--- config.mk ---
export PLATFORM = sky130hd
export DESIGN_NAME = uart_send_ctrl
export DESIGN_NICKNAME = d
export VERILOG_FILES = /design/src/rtl/uart_pkg.sv /design/src/rtl/snd_hold_timer.sv /design/src/rtl/uart_send_ctrl.sv
export SDC_FILE = /design/constraint.sdc
export NUM_CORES = 1
export LEC_CHECK = 0
export CAP_MARGIN = 0
export CORE_MARGIN = 3
export CORE_UTILIZATION = 44
export CTS_CLUSTER_DIAMETER = 120
export DETAILED_ROUTE_END_ITERATION = 10
export HOLD_SLACK_MARGIN = 0.02
export PLACE_DENSITY_LB_ADDON = 0.12
export SLEW_MARGIN = 20
export SYNTH_ARGS = -nofsm -noshare
export SYNTH_HDL_FRONTEND = slang
export SYNTH_SLANG_ARGS = --single-unit
--- constraint.sdc ---
create_clock -name clock -period 2 [get_ports clock]
set_input_delay 0.5 -clock clock [delete_from_list [all_inputs] [get_ports clock]]
set_output_delay 0.5 -clock clock [all_outputs]
set_load 0.02 [all_outputs]
--- src/rtl/uart_pkg.sv ---
// ---------------------------------------------------------------------------
// uart_pkg
// Shared definitions for the UART send controller:
//   - UART_OPCODE_W   : width of the CPU opcode field
//   - UART_OPCODE_SND : default encoding of the send instruction
//   - snd_state_e     : send-controller FSM state encoding
// ---------------------------------------------------------------------------
package uart_pkg;

  localparam int UART_OPCODE_W = 6;
  localparam logic [UART_OPCODE_W-1:0] UART_OPCODE_SND = 6'b010001;

  typedef enum logic [1:0] {
    IDLE,
    WAIT_READY,
    FIRE,
    HOLD
  } snd_state_e;

endpackage

--- src/rtl/snd_hold_timer.sv ---
// ---------------------------------------------------------------------------
// snd_hold_timer
// Loadable down-counter that times the CPU stall window after a send strobe.
//
// Ports:
//   clock      in   system clock, rising edge
//   reset_n    in   asynchronous active-low reset
//   i_load     in   load i_load_val into the counter
//   i_load_val in   value loaded on i_load
//   i_dec      in   decrement by one (saturates at zero)
//   o_done     out  the decrement taken this cycle brings the count to zero
// ---------------------------------------------------------------------------
module snd_hold_timer #(
  parameter int CNT_W = 3
) (
  input  logic             clock,
  input  logic             reset_n,
  input  logic             i_load,
  input  logic [CNT_W-1:0] i_load_val,
  input  logic             i_dec,
  output logic             o_done
);

  logic [CNT_W-1:0] r_cnt;

  // Load has priority over decrement; the count never wraps below zero.
  always_ff @(posedge clock or negedge reset_n) begin
    if (!reset_n) begin
      r_cnt <= '0;
    end else if (i_load) begin
      r_cnt <= i_load_val;
    end else if (i_dec && (r_cnt != '0)) begin
      r_cnt <= r_cnt - CNT_W'(1);
    end
  end

  // Done is flagged one cycle early so the FSM can leave HOLD on the same
  // edge where the count reaches zero.
  assign o_done = (r_cnt == '0) || (r_cnt == CNT_W'(1));

endmodule

--- src/rtl/uart_send_ctrl.sv ---
// ---------------------------------------------------------------------------
// uart_send_ctrl
// Turns each rising edge of a decoded send instruction into exactly one
// single-cycle start strobe on the selected UART TX channel, waiting for the
// channel to be ready and stalling the CPU for a programmable hold window.
//
// Optional feature: define SEND_CTRL_QUEUE_EN to add a one-entry pending slot
// that accepts one legal request while the controller is busy.
//
// Ports:
//   clock       in   system clock, rising edge
//   reset_n     in   asynchronous active-low reset
//   opcode      in   current instruction opcode
//   req_valid   in   instruction valid in decode
//   chan_sel    in   target channel for this send
//   tx_ready    in   per-channel transmitter idle
//   err_clr     in   clears sticky error flags
//   snd_flag    out  one-hot, one-cycle start strobe
//   snd_extend  out  CPU stall request
//   busy        out  FSM not idle
//   err_chan    out  sticky: illegal channel requested
//   err_overrun out  sticky: send request dropped
// ---------------------------------------------------------------------------
module uart_send_ctrl
  import uart_pkg::*;
#(
  parameter int                  OPCODE_W    = UART_OPCODE_W,
  parameter logic [OPCODE_W-1:0] OPCODE_SND  = UART_OPCODE_SND,
  parameter int                  CHANNELS    = 2,
  parameter int                  CH_W        = (CHANNELS > 1) ? $clog2(CHANNELS) : 1,
  parameter int                  HOLD_CYCLES = 4
) (
  input  logic                clock,
  input  logic                reset_n,
  input  logic [OPCODE_W-1:0] opcode,
  input  logic                req_valid,
  input  logic [CH_W-1:0]     chan_sel,
  input  logic [CHANNELS-1:0] tx_ready,
  input  logic                err_clr,
  output logic [CHANNELS-1:0] snd_flag,
  output logic                snd_extend,
  output logic                busy,
  output logic                err_chan,
  output logic                err_overrun
);

  localparam int CNT_W = $clog2(HOLD_CYCLES + 1);

  snd_state_e      r_state;
  snd_state_e      w_state_nxt;
  logic [CH_W-1:0] r_ch_q;
  logic [CH_W-1:0] w_ch_nxt;
  logic            r_is_snd_q;
  logic            r_err_chan;
  logic            r_err_overrun;

  logic            w_is_snd;
  logic            w_req;
  logic            w_legal;
  logic            w_busy;
  logic            w_exit;
  logic            w_tmr_load;
  logic            w_tmr_dec;
  logic            w_tmr_done;
  logic            w_slot_v;
  logic            w_pend_v;
  logic [CH_W-1:0] w_pend_ch;
  logic            w_set_chan;
  logic            w_set_overrun;

  // A send is recognised only on the rising edge of the decoded instruction,
  // so an opcode held in decode for several cycles issues a single request.
  assign w_is_snd = req_valid & (opcode == OPCODE_SND);
  assign w_req    = w_is_snd & ~r_is_snd_q;
  assign w_legal  = (32'(chan_sel) < CHANNELS);
  assign w_busy   = (r_state != IDLE);

  snd_hold_timer #(
    .CNT_W(CNT_W)
  ) u_hold_timer (
    .clock     (clock),
    .reset_n   (reset_n),
    .i_load    (w_tmr_load),
    .i_load_val(CNT_W'(HOLD_CYCLES - 1)),
    .i_dec     (w_tmr_dec),
    .o_done    (w_tmr_done)
  );

  // State, latched channel and the edge-detect history.
  always_ff @(posedge clock or negedge reset_n) begin
    if (!reset_n) begin
      r_state    <= IDLE;
      r_ch_q     <= '0;
      r_is_snd_q <= 1'b0;
    end else begin
      r_state    <= w_state_nxt;
      r_ch_q     <= w_ch_nxt;
      r_is_snd_q <= w_is_snd;
    end
  end

  // Next-state logic. Leaving the stall window either returns to IDLE or,
  // when a request is pending, goes straight back to WAIT_READY.
  always_comb begin
    w_state_nxt = r_state;
    w_ch_nxt    = r_ch_q;
    w_tmr_load  = 1'b0;
    w_tmr_dec   = 1'b0;
    w_exit      = 1'b0;
    case (r_state)
      IDLE: begin
        if (w_req && w_legal) begin
          w_state_nxt = WAIT_READY;
          w_ch_nxt    = chan_sel;
        end
      end
      WAIT_READY: begin
        if (tx_ready[r_ch_q]) begin
          w_state_nxt = FIRE;
        end
      end
      FIRE: begin
        w_tmr_load = 1'b1;
        if (HOLD_CYCLES == 1) begin
          w_exit = 1'b1;
        end else begin
          w_state_nxt = HOLD;
        end
      end
      HOLD: begin
        w_tmr_dec = 1'b1;
        if (w_tmr_done) begin
          w_exit = 1'b1;
        end
      end
      default: begin
        w_state_nxt = IDLE;
      end
    endcase
    if (w_exit) begin
      if (w_pend_v) begin
        w_state_nxt = WAIT_READY;
        w_ch_nxt    = w_pend_ch;
      end else begin
        w_state_nxt = IDLE;
      end
    end
  end

`ifdef SEND_CTRL_QUEUE_EN
  logic            r_slot_v;
  logic [CH_W-1:0] r_slot_ch;
  logic            w_busy_legal_req;

  assign w_busy_legal_req = w_req & w_legal & w_busy;

  // One-entry pending slot. On the pop cycle a simultaneous new request
  // refills it; a request arriving at exit with the slot empty bypasses it.
  always_ff @(posedge clock or negedge reset_n) begin
    if (!reset_n) begin
      r_slot_v  <= 1'b0;
      r_slot_ch <= '0;
    end else if (w_exit) begin
      r_slot_v <= r_slot_v & w_busy_legal_req;
      if (w_busy_legal_req) begin
        r_slot_ch <= chan_sel;
      end
    end else if (w_busy_legal_req && !r_slot_v) begin
      r_slot_v  <= 1'b1;
      r_slot_ch <= chan_sel;
    end
  end

  assign w_slot_v      = r_slot_v;
  assign w_pend_v      = r_slot_v | w_busy_legal_req;
  assign w_pend_ch     = r_slot_v ? r_slot_ch : chan_sel;
  assign w_set_chan    = w_req & ~w_legal;
  assign w_set_overrun = w_busy_legal_req & r_slot_v & ~w_exit;
`else
  assign w_slot_v      = 1'b0;
  assign w_pend_v      = 1'b0;
  assign w_pend_ch     = r_ch_q;
  assign w_set_chan    = w_req & ~w_legal & ~w_busy;
  assign w_set_overrun = w_req & w_busy;
`endif

  // Sticky error flags: a new set event wins over a same-cycle clear.
  always_ff @(posedge clock or negedge reset_n) begin
    if (!reset_n) begin
      r_err_chan    <= 1'b0;
      r_err_overrun <= 1'b0;
    end else begin
      if (w_set_chan) begin
        r_err_chan <= 1'b1;
      end else if (err_clr) begin
        r_err_chan <= 1'b0;
      end
      if (w_set_overrun) begin
        r_err_overrun <= 1'b1;
      end else if (err_clr) begin
        r_err_overrun <= 1'b0;
      end
    end
  end

  // Strobe decoded from state so an asynchronous reset removes it at once.
  always_comb begin
    snd_flag = '0;
    if (r_state == FIRE) begin
      snd_flag[r_ch_q] = 1'b1;
    end
  end

  // The accept term is combinational so the stall starts in the request cycle.
  assign snd_extend  = w_busy | (w_req & w_legal) | w_slot_v;
  assign busy        = w_busy;
  assign err_chan    = r_err_chan;
  assign err_overrun = r_err_overrun;

endmodule

==> impl_metrics.ini <==
[run_status]
status = finished, final reports clean

[global_routing]
busiest_layer = met2
grt_pass1_vias = 481
antenna_found_initial = 0
globalRoute.totalOverflow = 0
use_met1_pct = 16.05
grt_start_max_net_pins = 9
grt_pass1_wl_um = 1987
grtUsageMet3_pct = 5.085
grt_usage_pct = 14.72
grt_util_met2_pct = 27.54

[floorplanning]
die_w_um = 42.68
dieHeight_um = 42.68
die_area_um2 = 1821
row_count = 12
pin_count = 19
start_util_pct = 49.89
core_um2 = 1186

[final_layout]
diodes = 0
stdcell_count = 95
layout-drive-gt1-share_pct = 23.46
syn_to_final_growth_pct = 45.88
fillCellCount = 104
final_nets = 104

[routing]
drc_errors = 0
vias_per_cell = 5.000
drtIter0Drc = 2
drt_pass1_iterations = 2
drtAntennaViolNets = 0
wl_per_cell_um = 12.18
vias = 475
routed_wl_um = 1157

[synth]
synthTopCellsByCount = dfrtp_1 (8), ha_1 (8), inv_1 (7), a21oi_1 (4), nand2b_1 (3)
synthFlopType = dfrtp_1
synth_area_leaders = dfrtp_1 (34%), ha_1 (17%), mux2_4 (5.1%)
synth_cells = 55
ys_warn_count = 0
async_reset_ff_share_pct = 100.0
synth_area_um2 = 591.8
synth_top_area_cell = dfrtp_1
synth_edf_count = 0
ys_seq_area_share_pct = 33.83
synth_fp_nets = 76
synth_top_area_share_pct = 33.83
avgSynthCellArea_um2 = 10.76
synthDistinctLibCells = 25
synth_seq_cells = 8

[clocking]
clock_latency_ns = 0.25
cts_max_path_buffers = 2
post-cts-setup-buffers = 0
hold_buffers = 0
numClockSinks = 8
tritoncts = done
htree_levels = 1
cts_buffers = 3
clock-root-buffer = clkbuf_4
clk_pin_slew_ns = 0.05

[setup_path]
crit_fanout = 2
cp-end-kind = output port
cp-start-kind = input pin
cp.required_ns = 1.50
worstPathArrival_ns = 1.39
path_class = in -> out

[pwr]
ir_drop_mv = 0.8636
cellPowerDensity_nw_per_um2 = 1212
power_leakage_nw = 0.4633

[timing]
fmax_mhz = 528.3
rsz0062_at_grt = no
fin_crit_ns = 1.893
hold_viol = 0
fin_hold_ws_ns = 0.4834
setup_viol_count_final = 0
slew_violations = 0
finalClockSkew_ns = 0.003138
post-route-period-util_pct = 94.65

[placed_design]
port_buffers = 17
dp_cells = 92
hpwl_um = 983.4
place.gp.congestion = 0.7403

[run]
drv_cap = 0

[hold_path]
hold_class = reg -> reg
==> power breakdown <==
group / leakage, nW / total [mW] / switching (mW) / internal, mW
Combinational: 0.350 / 0.683 / 0.323 / 0.360
Clock: 0.0138 / 0.119 / 0.0506 / 0.0684
Sequential: 0.0998 / 0.244 / 0.0308 / 0.214
Total: 0.463 / 1.05 / 0.404 / 0.642
==> per-layer routing <==
layer  part of all wire, %  vias to the layer above  wire length, um
met2                    56                       14              653
met3                   5.7                        0               66
met5                     0                        -                0
li1                      -                      234                -
met1                    38                      227              437
met4                     0                        0                0
==> cell usage in the layout, fill, tap and decap left out <==
master,n
inv_1,7
a21oi_1,4
nand2b_4,1
a211o_1,1
o22ai_1,1
dlygate4sd2_1,3
buf_4,8
nor2b_1,2
o21ai_0,1
or2_2,1
xnor2_1,1
nand3b_1,1
nor2_1,2
ha_1,8
nand2_1,2
o41ai_4,1
mux2_4,2
conb_1,1
dfrtp_1,8
clkdlybuf4s15_1,1
nand2b_1,2
nor3_1,2
clkdlybuf4s50_1,6
mux2i_1,1
dlymetal6s2s_1,6
mux2_1,1
nor3_2,1
and2_1,1
a22oi_2,1
nand4bb_4,1
clkbuf_4,3
==> what timing repair did <==
| item | 4_1_cts | 5_1_grt |
|---|---|---|
| endpoints found under the setup margin | 4 | 2 |
| cloned | 0 | 0 |
| gates resized for setup | 10 | 7 |
| pin swaps | 1 | 2 |
| endpoints found under the hold margin | 0 | 0 |
==> worst paths after layout <==
check                                                       start                           endpoint  slack [ns]  cells past startpoint
min in group asynchronous                                 reset_n  u_hold_timer.r_cnt[1]$_DFFE_PN0P_        0.53                      1
worst min-delay path            u_hold_timer.r_cnt[1]$_DFFE_PN0P_  u_hold_timer.r_cnt[1]$_DFFE_PN0P_        0.48                      1
worst max register to register             r_state[1]$_DFFE_PN0P_             r_state[0]$_DFFE_PN0P_        0.29                      7
max in group asynchronous                                 reset_n            err_overrun$_DFFE_PN0P_        1.21                      1
worst max-delay path                                    req_valid                         snd_extend        0.11                      4
worst min register to register  u_hold_timer.r_cnt[1]$_DFFE_PN0P_  u_hold_timer.r_cnt[1]$_DFFE_PN0P_        0.48                      1
==> state kept, by name, summed over array words and instances, names as in the netlist <==
register,cells
r_state,2
u_hold_timer.r_cnt,3
r_is_snd_q,1
r_ch_q,1
err_overrun,1
==> cell families (layout without fill, tap and decap cells) <==
logic type               Yosys count  after routing  share of synthesized area [%]
AO/OA/AOI/OAI                      9              9                          13.53
XOR/XNOR                           1              1                          1.480
adder cells (fa/ha/maj)            8              8                          16.91
buffers and inverters              8             34                          5.710
flip-flops                         8              8                          33.83
multiplexers                       4              4                          8.668
other                              1              1                         0.6336
AND/OR/NAND/NOR                   16             16                          19.24
==> critical path, cell delays in order <==
cell           delay, ns
dlygate4sd2_1       0.24
nand4bb_4           0.14
o41ai_4             0.31
buf_4               0.19
==> stage by stage <==
step	total power, mW	setup TNS [ns]	instance area, um2	utilization (%)	worst slack, ns
5_1_grt	1.146	0	863.3	72.78	0.009613
2_1_floorplan	0.7075	0	591.8	-	0.2150
3_3_place_gp	0.9310	-0.8305	824.5	69.51	-0.6182
6_report	1.046	0	863.3	72.78	0.1070
4_1_cts	1.061	-0.07548	847.1	71.41	-0.07548
3_5_place_dp	0.9531	-0.8529	824.5	69.51	-0.6189
==> area by class of cell <==
class | instances | area [um2] | area share [%]
sequential | 8 | 200.2 | 23.19
tap | 14 | 17.52 | 2.029
clock buffer | 3 | 22.52 | 2.609
inverter | 7 | 26.28 | 3.043
multi-input combinational | 39 | 365.4 | 42.32
timing repair buffer | 24 | 231.5 | 26.81
(Power assumes the default switching activity.)
